==> src/rtl/obstacle_collision_detector.sv <==
// obstacle_collision_detector
// Watches player/obstacle drawing requests during the scan, accumulates any
// overlap over a frame and issues at most one registered collision pulse per
// frame, aligned to startOfFrame. A frame-count cooldown suppresses repeat
// pulses during one sustained contact.
module obstacle_collision_detector #(
   parameter int OBJECT_WIDTH_X  = 64,
   parameter int OBJECT_HEIGHT_Y = 32,
   parameter int EDGE_MARGIN     = 4,
   parameter int COOLDOWN_FRAMES = 8
) (
   input  logic               clk,
   input  logic               resetN,
   input  logic               startOfFrame,
   input  logic               playerDR,
   input  logic               obstacleDR,
   input  logic        [10:0] pixelX,
   input  logic        [10:0] pixelY,
   input  logic signed [10:0] obstacleTopLeftX,
   input  logic signed [10:0] obstacleTopLeftY,
   output logic               collision,
   output logic        [3:0]  HitEdgeCode,
   output logic        [7:0]  collisionCount
);

   localparam logic [1:0] ST_ARMED    = 2'd0;
   localparam logic [1:0] ST_PULSE    = 2'd1;
   localparam logic [1:0] ST_COOLDOWN = 2'd2;

   // Wide enough to hold COOLDOWN_FRAMES, and at least one bit when it is 0.
   localparam int CNT_W = $clog2(COOLDOWN_FRAMES + 2);

   localparam logic signed [11:0] MARGIN_S = 12'(EDGE_MARGIN);
   localparam logic signed [11:0] R_LIMIT  = 12'(OBJECT_WIDTH_X - EDGE_MARGIN);
   localparam logic signed [11:0] B_LIMIT  = 12'(OBJECT_HEIGHT_Y - EDGE_MARGIN);

   // Offsets of the current pixel relative to the obstacle corner. One extra
   // bit keeps pixels left/above the obstacle negative, so they classify as
   // Left/Top through the signed compare.
   logic signed [11:0] off_x;
   logic signed [11:0] off_y;
   logic        [3:0]  edge_now;

   assign off_x = $signed({1'b0, pixelX}) - $signed({obstacleTopLeftX[10], obstacleTopLeftX});
   assign off_y = $signed({1'b0, pixelY}) - $signed({obstacleTopLeftY[10], obstacleTopLeftY});

   // {Left, Top, Right, Bottom}
   assign edge_now = {(off_x < MARGIN_S), (off_y < MARGIN_S),
                      (off_x >= R_LIMIT), (off_y >= B_LIMIT)};

   logic             ov_q,        ov_d;
   logic [3:0]       edge_q,      edge_d;
   logic             hit_q,       hit_d;
   logic [3:0]       edge_acc_q,  edge_acc_d;
   logic [1:0]       state_q,     state_d;
   logic [CNT_W-1:0] cnt_q,       cnt_d;
   logic             collision_q, collision_d;
   logic [3:0]       hec_q,       hec_d;
   logic [7:0]       count_q,     count_d;

   // Overlap stage: register the coincidence and its edge classification together.
   always_comb begin
      ov_d   = playerDR & obstacleDR;
      edge_d = edge_now;
   end

   // Frame accumulators: restart at each frame start, keeping the staged pixel
   // that lands on that same cycle as the first pixel of the new frame.
   always_comb begin
      hit_d      = hit_q;
      edge_acc_d = edge_acc_q;
      if (startOfFrame) begin
         hit_d      = ov_q;
         edge_acc_d = ov_q ? edge_q : 4'b0000;
      end else if (ov_q) begin
         hit_d      = 1'b1;
         edge_acc_d = edge_acc_q | edge_q;
      end
   end

   // Pulse/cooldown controller. The pulse and count update are issued on the
   // transition into PULSE so that collision, HitEdgeCode and collisionCount
   // all change together on the cycle after startOfFrame.
   always_comb begin
      state_d     = state_q;
      cnt_d       = cnt_q;
      collision_d = 1'b0;
      hec_d       = hec_q;
      count_d     = count_q;
      case (state_q)
         ST_ARMED: begin
            if (startOfFrame && hit_q) begin
               hec_d       = edge_acc_q;
               collision_d = 1'b1;
               if (count_q != 8'hFF) begin
                  count_d = count_q + 8'd1;
               end
               state_d     = ST_PULSE;
            end
         end
         ST_PULSE: begin
            cnt_d = CNT_W'(COOLDOWN_FRAMES);
            if (COOLDOWN_FRAMES == 0) begin
               state_d = ST_ARMED;
            end else begin
               state_d = ST_COOLDOWN;
            end
         end
         ST_COOLDOWN: begin
            // The frame start that brings the count to zero re-arms; the
            // frame it opens is eligible, but it cannot pulse itself.
            if (startOfFrame) begin
               if (cnt_q <= CNT_W'(1)) begin
                  cnt_d   = '0;
                  state_d = ST_ARMED;
               end else begin
                  cnt_d = cnt_q - CNT_W'(1);
               end
            end
         end
         default: begin
            state_d = ST_ARMED;
            cnt_d   = '0;
         end
      endcase
   end

   // State registers with asynchronous active-low reset.
   always_ff @(posedge clk or negedge resetN) begin
      if (!resetN) begin
         ov_q        <= 1'b0;
         edge_q      <= 4'b0000;
         hit_q       <= 1'b0;
         edge_acc_q  <= 4'b0000;
         state_q     <= ST_ARMED;
         cnt_q       <= '0;
         collision_q <= 1'b0;
         hec_q       <= 4'b0000;
         count_q     <= 8'd0;
      end else begin
         ov_q        <= ov_d;
         edge_q      <= edge_d;
         hit_q       <= hit_d;
         edge_acc_q  <= edge_acc_d;
         state_q     <= state_d;
         cnt_q       <= cnt_d;
         collision_q <= collision_d;
         hec_q       <= hec_d;
         count_q     <= count_d;
      end
   end

   assign collision      = collision_q;
   assign HitEdgeCode    = hec_q;
   assign collisionCount = count_q;

endmodule

==> config.mk <==
export PLATFORM = sky130hd
export DESIGN_NAME = obstacle_collision_detector
export DESIGN_NICKNAME = d
export VERILOG_FILES = /design/src/rtl/obstacle_collision_detector.sv
export SDC_FILE = /design/constraint.sdc
export NUM_CORES = 1
export LEC_CHECK = 0
export ABC_AREA = 1
export CAP_MARGIN = 5
export CORE_UTILIZATION = 56
export CTS_CLUSTER_SIZE = 16
export DETAILED_ROUTE_END_ITERATION = 10
export HOLD_SLACK_MARGIN = 0.03
export PLACE_DENSITY = 0.9
export REMOVE_ABC_BUFFERS = 1
export SLEW_MARGIN = 20
export SYNTH_ARGS = -nofsm -noshare
export SYNTH_HDL_FRONTEND = slang
export SYNTH_SLANG_ARGS = --single-unit
export TNS_END_PERCENT = 20
==> constraint.sdc <==
create_clock -name clk -period 2.15 [get_ports clk]
set_input_delay 0.215 -clock clk [delete_from_list [all_inputs] [get_ports clk]]
set_output_delay 0.215 -clock clk [all_outputs]
set_load 0.02 [all_outputs]
; After elaboration in Yosys (flattened, before gate mapping)
; Index checks and enable logic that the tools add are counted.
[word_totals]
reg_bits = 29
word_cells = 48
out_inout_bits = 13
[op_classes]
n_eq_ne = 6
mux = 14
n_lt_le_gt_ge = 5
n_reduce_logical = 7
addsub = 4
bitwise_logic = 3
[ops]
columns = op, count
row1 = "less-than comparator 12 x 4 -> 1 bit, second input constant", 2
row2 = subtractor 12 x 11 -> 12 bit, 2
row3 = 2-to-1 mux 4 bit, 5
row4 = "greater-or-equal comparator 12 x 6 -> 1 bit, second input constant", 1
row5 = "greater-or-equal comparator 12 x 7 -> 1 bit, second input constant", 1
row6 = case mux 4 bit (3 select lines), 1
row7 = "adder 8 x 1 -> 8 bit, second input constant", 1
row8 = "!= test 8 bit, second input constant", 1
row9 = 2-to-1 mux 2 bit, 3
row10 = "!= test 2 bit, second input constant", 3
row11 = case mux 2 bit (3 select lines), 1
row12 = AND reduction 3 bit, 2
row13 = "<= comparator 4 x 1 -> 1 bit, second input constant", 1
row14 = 2-to-1 mux 1 bit, 4
row15 = bitwise OR 4 bit, 1
row16 = AND reduction 2 bit, 2
row17 = "subtractor 4 x 1 -> 4 bit, second input constant", 1
row18 = "equality test 2 x 1 -> 1 bit, second input constant", 1
row19 = "equality test 2 bit, second input constant", 1
row20 = zero test 2 bit, 1
row21 = nonzero test 2 bit, 1
row22 = bitwise AND 1 bit, 1
row23 = logical AND 1 bit, 1
row24 = NOT 1 bit, 1

; Depth between registers and ports, before layout
; Gate-level depths: netlist of run 1.
[depth]
depth_word = 4
ltp_mapped = 15
mapped_depth_nobuf = 15

; Worst setup path after synthesis of run 1
; Ideal clock, no wire load.
[synth_timing]
path_type = input to register
startpoint = input pixelY[0]
endpoint = register edge_q[0]
slack_ps = 482
required_ps = 2027
setup_ps = 123
arrival_time_ps = 1545
cell_stages = 13
path_cell_list = inv_1 > ha_1 > fa_1 > inv_1 > nand3_1 > nand3_1 > nand2_1 > nand2_1 > nand2_1 > nand2_1 > nand3_1 > nor2_2 > a21oi_1
[synth_via]
elab_chain_len = 2
[synth_lines]
columns = element, line
row1 = from (decl), 18  ; input logic [10:0] pixelY,
row2 = subtractor 12 x 11 -> 12 bit, 45  ; assign off_y = $signed({1'b0, pixelY}) - $signed({obstacleTopLeftY[10], obstacleTopLeftY});
row3 = greater-or-equal comparator 12 x 6 -> 1 bit, 49  ; (off_x >= R_LIMIT), (off_y >= B_LIMIT)};
row4 = named net edge_d[0], 52  ; logic [3:0] edge_q, edge_d;
row5 = to (signal assigned), 142  ; edge_q <= edge_d;
row6 = to (decl), 52
; The timed path passes the listed nets, and every way through them passes these cells.
; A chain may end at the register's enable or synchronous reset.

; Worst setup path after layout of run 1
[layout_timing]
startpoint = input pixelX[0]
endpoint = register edge_q[1]
[layout_via]
elab_chain_len = 2
[layout_lines]
columns = element, line
row1 = from (decl), 17  ; input logic [10:0] pixelX,
row2 = subtractor 12 x 11 -> 12 bit, 44  ; assign off_x = $signed({1'b0, pixelX}) - $signed({obstacleTopLeftX[10], obstacleTopLeftX});
row3 = greater-or-equal comparator 12 x 7 -> 1 bit, 49
row4 = named net edge_d[1], 52
; The timed path passes the listed nets, and every way through them passes these cells.

==> metrics.yaml, run 1 <==
status: "finished, final reports clean"
critPathKind: "in2reg"
final_util: 0.7576
final_common_cell: "nand2_1"
diodes: 0
reg2reg_depth: 8
via_per_inst: 4.860
endpoint_kind: "flip-flop"
ctsResizeCount: 0
critical_path.endpoint: "edge_q[1]"
ys_warn_count: 0
slew_viol_final: 0
power.internal_mw: 1.458
drt_wl_total_um: 5567
cts_sinks: 29
drc_errors: 0
reg2reg_slack_ps: 510
p_clk_frac: 0.176
setup_viol_count_final: 0
post_cts_buffers: 0
clkTransAtPathRegs_ps: 60
dp_cells: 562
slew_headroom: 0.7712
drv_cap: 0
worstPathMaxFanout: 3
antenna_found_initial: 0
grt_pass1_vias: 2468
syn_avg_cell_area_um2: 6.487
post-dp-hpwl_um: 4755
cp.required_ps: 2330
rows: 25
power_density_mw_per_mm2: 674.9
crit_start: "pixelX[0]"
cts-hold-fix-buffers: 0
leakagePower_nw: 2.029
r2r-end: "collisionCount[7]"
hp-class: "in2async"
fin_skew_ps: 4.764
synth_cell_types: 27
comb_power_share: 0.501
die_h_um: 72.41
io_buffers: 61
die-area_mm2: 0.005243
cts_made_buffers: 5
period_share: 0.8965
htree_levels: 2
cts_tree: "built"
grt_use_total: 0.2304
clock_latency_ps: 280
mostFrequentLayoutCells: "nand2_1, inv_1, clkdlybuf4s50_1"
dr_total_vias: 2770
netlist_area_mm2: 0.002776
post-route-min-period_ps: 1928
timing.fmax_mhz: 518.8
synth_cells: 428
layoutNonFillerInstCount: 570
start_kind: "input port"
grt_max_degree: 30
total_power_mw: 2.431
pin_count: 62
tightest_slew_ps: 343.2
core-area_mm2: 0.004755
layout-drive-gt1-share: 0.06561
drt_first_pass_iters: 4
switchingPower_uw: 973.5
seqPwrFrac: 0.323
finalNetCount: 581
clock-root-buffer: "clkbuf_8"
peakVddDrop_v: 0.0004241
yosysSeqAreaShare: 0.2614
rsz0062_at_grt: "no"
hold_viol: 0
grt_pass1_wl_um: 9749
start_util: 0.5839
overflow: 0
cts.path.max_buffers: 2
r2r-start: "state_q[0]"
wl_per_cell_um: 9.767
ant_nets: 0
place_congestion: 0.9285
drt-initial-drc-count: 103
sw_frac_of_total: 0.4004
cp.arrival_ps: 2110
synth-seq-cells: 29
fp.dieW_um: 72.41
areaGrowthSynthToFinish_pct: 29.74
-- cells by family (layout without fill, tap and decap cells) --
| group | count (synthesis) | in the layout | share of synthesized area |
|---|---|---|---|
| multiplexers | 4 | 4 | 0.01622 |
| flip-flops | 29 | 29 | 0.2614 |
| adder cells (fa/ha/maj) | 30 | 30 | 0.1406 |
| AO/OA/AOI/OAI | 30 | 30 | 0.06444 |
| XOR/XNOR | 11 | 11 | 0.03470 |
| AND/OR/NAND/NOR | 228 | 228 | 0.3529 |
| buffers and inverters | 96 | 171 | 0.1298 |
-- synth_stat cells --
library cell | n | area share
xor2_1 | 3 | 0.0095
o21ai_1 | 1 | 0.0018
ha_1 | 28 | 0.13
o22ai_1 | 3 | 0.0068
a22o_1 | 4 | 0.013
nand2_2 | 5 | 0.011
nand3b_1 | 6 | 0.016
or2_1 | 1 | 0.0023
a21oi_1 | 16 | 0.029
a31oi_1 | 2 | 0.0045
nor3_1 | 1 | 0.0018
nor2_2 | 4 | 0.0090
inv_2 | 2 | 0.0027
o21ai_0 | 2 | 0.0036
a21oi_2 | 1 | 0.0032
fa_1 | 2 | 0.014
xnor2_1 | 8 | 0.025
nor3_2 | 1 | 0.0036
nand4_1 | 10 | 0.023
nor2_1 | 27 | 0.037
o21ai_2 | 1 | 0.0032
inv_1 | 94 | 0.13
nor2_4 | 1 | 0.0041
nand3_1 | 29 | 0.052
nand2_1 | 143 | 0.19
dfrtp_1 | 29 | 0.26
mux2_2 | 4 | 0.016
-- power by group through the flow --
stage | registers, mW | clock network (mW) | logic, mW
after floorplan | 0.856 | 0 | 0.751
after global placement | 0.788 | 0 | 1.18
after detailed placement | 0.795 | 0 | 1.21
after CTS | 0.786 | 0.438 | 1.22
after global routing | 0.802 | 0.460 | 1.38
final | 0.785 | 0.427 | 1.22
-- critical path, stage by stage --
cell and delay, ps:
clkdlybuf4s50_1 450, inv_1 40, ha_1 220, fa_1 390, inv_1 90, nand2_1 50, nand2_1 100, nand3_1 100
nand3_1 90, nand2_1 50, nor2_1 130, nand3_1 90, nand2_1 60, inv_1 30
-- state kept, by name, summed over array words and instances (netlist names) --
name,flops
state_q,2
cnt_q,4
hit_q,1
edge_acc_q,4
HitEdgeCode,4
collisionCount,8
edge_q,4
ov_q,1
collision,1
-- per-layer routing --
layer | wire (µm) | track usage
met1 | 2499 | 0.2820
met4 | 93 | 0.08497
met5 | 0 | 0
met3 | 211 | 0.03472
met2 | 2762 | 0.4081
-- how the worst min path moves through the flow --
stage / start / endpoint / slack [ps] / cells after the start
floorplan: resetN / HitEdgeCode[0] / -80 / 0
global placement: edge_q[2] / edge_acc_q[2] / 460 / 1
detailed placement: edge_q[2] / edge_acc_q[2] / 460 / 1
CTS: resetN / edge_acc_q[0] / 320 / 2
global route: resetN / collisionCount[6] / 340 / 2
finish: resetN / cnt_q[0] / 310 / 2
-- per-stage QoR --
step,cell area (µm²),hold WS (ps),worst slack [ps],TNS (ps)
floorplan,2776,-80.59,482.1,0
global placement,3516,455.2,-16.00,-16.00
detailed placement,3516,460.5,-59.95,-161.1
CTS,3602,316.6,244.4,0
global route,3602,345.0,10.92,0
finish,3602,313.0,222.5,0
-- layout make-up --
| cell class | count | area (µm²) |
|---|---|---|
| multi-input cells | 303 | 1690 |
| fillers | 373 | 1152 |
| flip-flops and latches | 29 | 725.7 |
| clock inverters | 3 | 17.52 |
| inverters | 96 | 360.3 |
| repair buffers | 67 | 655.6 |
| clock buffers | 5 | 68.82 |
| well taps | 67 | 83.83 |
Power figures use the tool's default switching activity.
==> run 2: changes to the inputs <==
--- a/config.mk
+++ b/config.mk
@@ -7,13 +7,14 @@
 export LEC_CHECK = 0
 export ABC_AREA = 1
 export CAP_MARGIN = 5
+export CORE_MARGIN = 2
 export CORE_UTILIZATION = 56
 export CTS_CLUSTER_SIZE = 16
 export DETAILED_ROUTE_END_ITERATION = 10
 export HOLD_SLACK_MARGIN = 0.03
 export PLACE_DENSITY = 0.9
 export REMOVE_ABC_BUFFERS = 1
-export SLEW_MARGIN = 20
+export SLEW_MARGIN = 0
 export SYNTH_ARGS = -nofsm -noshare
 export SYNTH_HDL_FRONTEND = slang
 export SYNTH_SLANG_ARGS = --single-unit
==> run 2 against run 1 <==
Net effect:
- utilization increased by 0.13 points
- non-clock buffer count is the same
- flip-flop and latch count unchanged
- critical path depth did not move
- largest power group unchanged
==> metrics.yaml, run 2 (synthesis results as in run 1) <==
areaGrowthSynthToFinish_pct: 29.97
drt-initial-drc-count: 132
clock-root-buffer: "clkbuf_8"
hp-class: "in2async"
cts.path.max_buffers: 2
postPlaceCellArea_mm2: 0.003516
finalNetCount: 581
overflow: 0
hold_viol: 0
tightest_slew_ps: 352.3
fillers: 380
setup_viol_count_final: 0
grt_use_total: 0.2428
crit_path_top_delay_cell: "clkdlybuf4s50_1"
cpPeakStageDelay_ps: 460
antenna_found_initial: 0
via_per_inst: 4.902
cts_sinks: 29
cp.arrival_ps: 2100
diodes: 0
grt_pass1_wl_um: 10610
period_share: 0.8992
wl_per_cell_um: 10.81
critPathKind: "in2reg"
rsz0062_at_grt: "no"
total_power_mw: 2.476
final_util: 0.7589
drt_wl_total_um: 6164
io_buffers: 61
grt_max_degree: 30
fin_skew_ps: 1.339
final_area_mm2: 0.003608
crit_chain: "clkdlybuf4s50_1 > inv_1 > ha_1 > fa_1 > inv_1 > nand3_1 > nand3_2 > nand2_1 > nand2_1 > nand2_1 > nand2_1 > nand3_1 > nor2_2 > a21oi_1"
clkTransAtPathRegs_ps: 60
largest_reg_flops: 8
post_cts_buffers: 0
clock_latency_ps: 280
slew_viol_final: 0
dp_cells: 562
layout-drive-gt1-share: 0.06759
ant_nets: 0
reg2reg_slack_ps: 470
grt_pass1_vias: 2659
setup_tns_ps: 0
rows: 25
layoutNonFillerInstCount: 570
worstPathMaxFanout: 2
final_common_cell: "nand2_1"
cts_tree: "built"
leakagePower_nw: 2.035
drt_first_pass_iters: 4
path_buf_inv: 3
cp_top_family: "adder cells"
endpoint_kind: "flip-flop"
worst_path_most_repeated_cell: "nand2_1"
die_h_um: 74.41
pin_count: 62
drv_cap: 0
drc_errors: 0
post-route-min-period_ps: 1933
mostFrequentLayoutCells: "nand2_1, inv_1, clkdlybuf4s50_1"
die-area_mm2: 0.005537
dr_total_vias: 2794
slew_headroom: 0.7652
cts_made_buffers: 5
post-dp-hpwl_um: 5103
htree_levels: 2
start_util: 0.5839
core-area_mm2: 0.004755
peakVddDrop_v: 0.0003281
place_congestion: 0.8778
status: "finished, final reports clean"
timing.fmax_mhz: 517.3
cp.required_ps: 2320
power_density_mw_per_mm2: 686.1
start_kind: "input port"
fp.dieW_um: 74.41
-- run 2: cell count changes in the layout (fill, tap and decap cells not counted), sizes merged --
cell and change:
clkbuf +1, clkinvlp -1
-- run 2: metal layers --
| layer | vias up | part of all wire | global-route usage |
|---|---|---|---|
| met3 | 13 | 0.042 | 0.03523 |
| met2 | 81 | 0.51 | 0.4513 |
| met4 | 0 | 0.019 | 0.09722 |
| met5 | - | 0 | 0 |
| met1 | 1226 | 0.43 | 0.2772 |
| li1 | 1474 | - | - |
-- run 2: layout make-up --
class,instances,area (µm²),share of cell area
Tap cell,67,83.83,0.02323
Multi-Input combinational cell,303,1700,0.4712
Inverter,96,360.3,0.09986
Timing Repair Buffer,67,655.6,0.1817
Clock buffer,6,72.57,0.02011
Clock inverter,2,10.01,0.002774
Sequential cell,29,725.7,0.2011
-- run 2: power by group --
group          leakage (nW)  internal [mW]  switching [mW]
registers             0.369          0.685           0.108
logic                  1.62          0.558           0.697
clock network        0.0450          0.223           0.205
total                  2.03           1.47            1.01
-- run 2: what timing repair did --
action | in CTS | in global routing
hold buffers | 0 | 0
gates resized for setup | 0 | 2
endpoints found under the setup margin | 0 | 2
-- run 2: path summary, 6_finish.rpt --
check,start,endpoint,cells past startpoint
max reg2reg,state_q[1],collisionCount[7],8
min in group clk,obstacleDR,ov_q,3
max,pixelY[0],edge_q[0],14
max in group asynchronous,resetN,edge_acc_q[1],2
min,resetN,cnt_q[3],2
min reg2reg,edge_q[3],edge_acc_q[3],1
-- run 2: metrics by stage --
| step | setup slack (ps) | hold slack, ps |
|---|---|---|
| after floorplan | 482.1 | -80.59 |
| after global placement | -17.34 | 451.2 |
| after detailed placement | -108.0 | 468.4 |
| after CTS | 180.4 | 317.6 |
| after global routing | 4.149 | 354.2 |
| final | 216.8 | 312.9 |
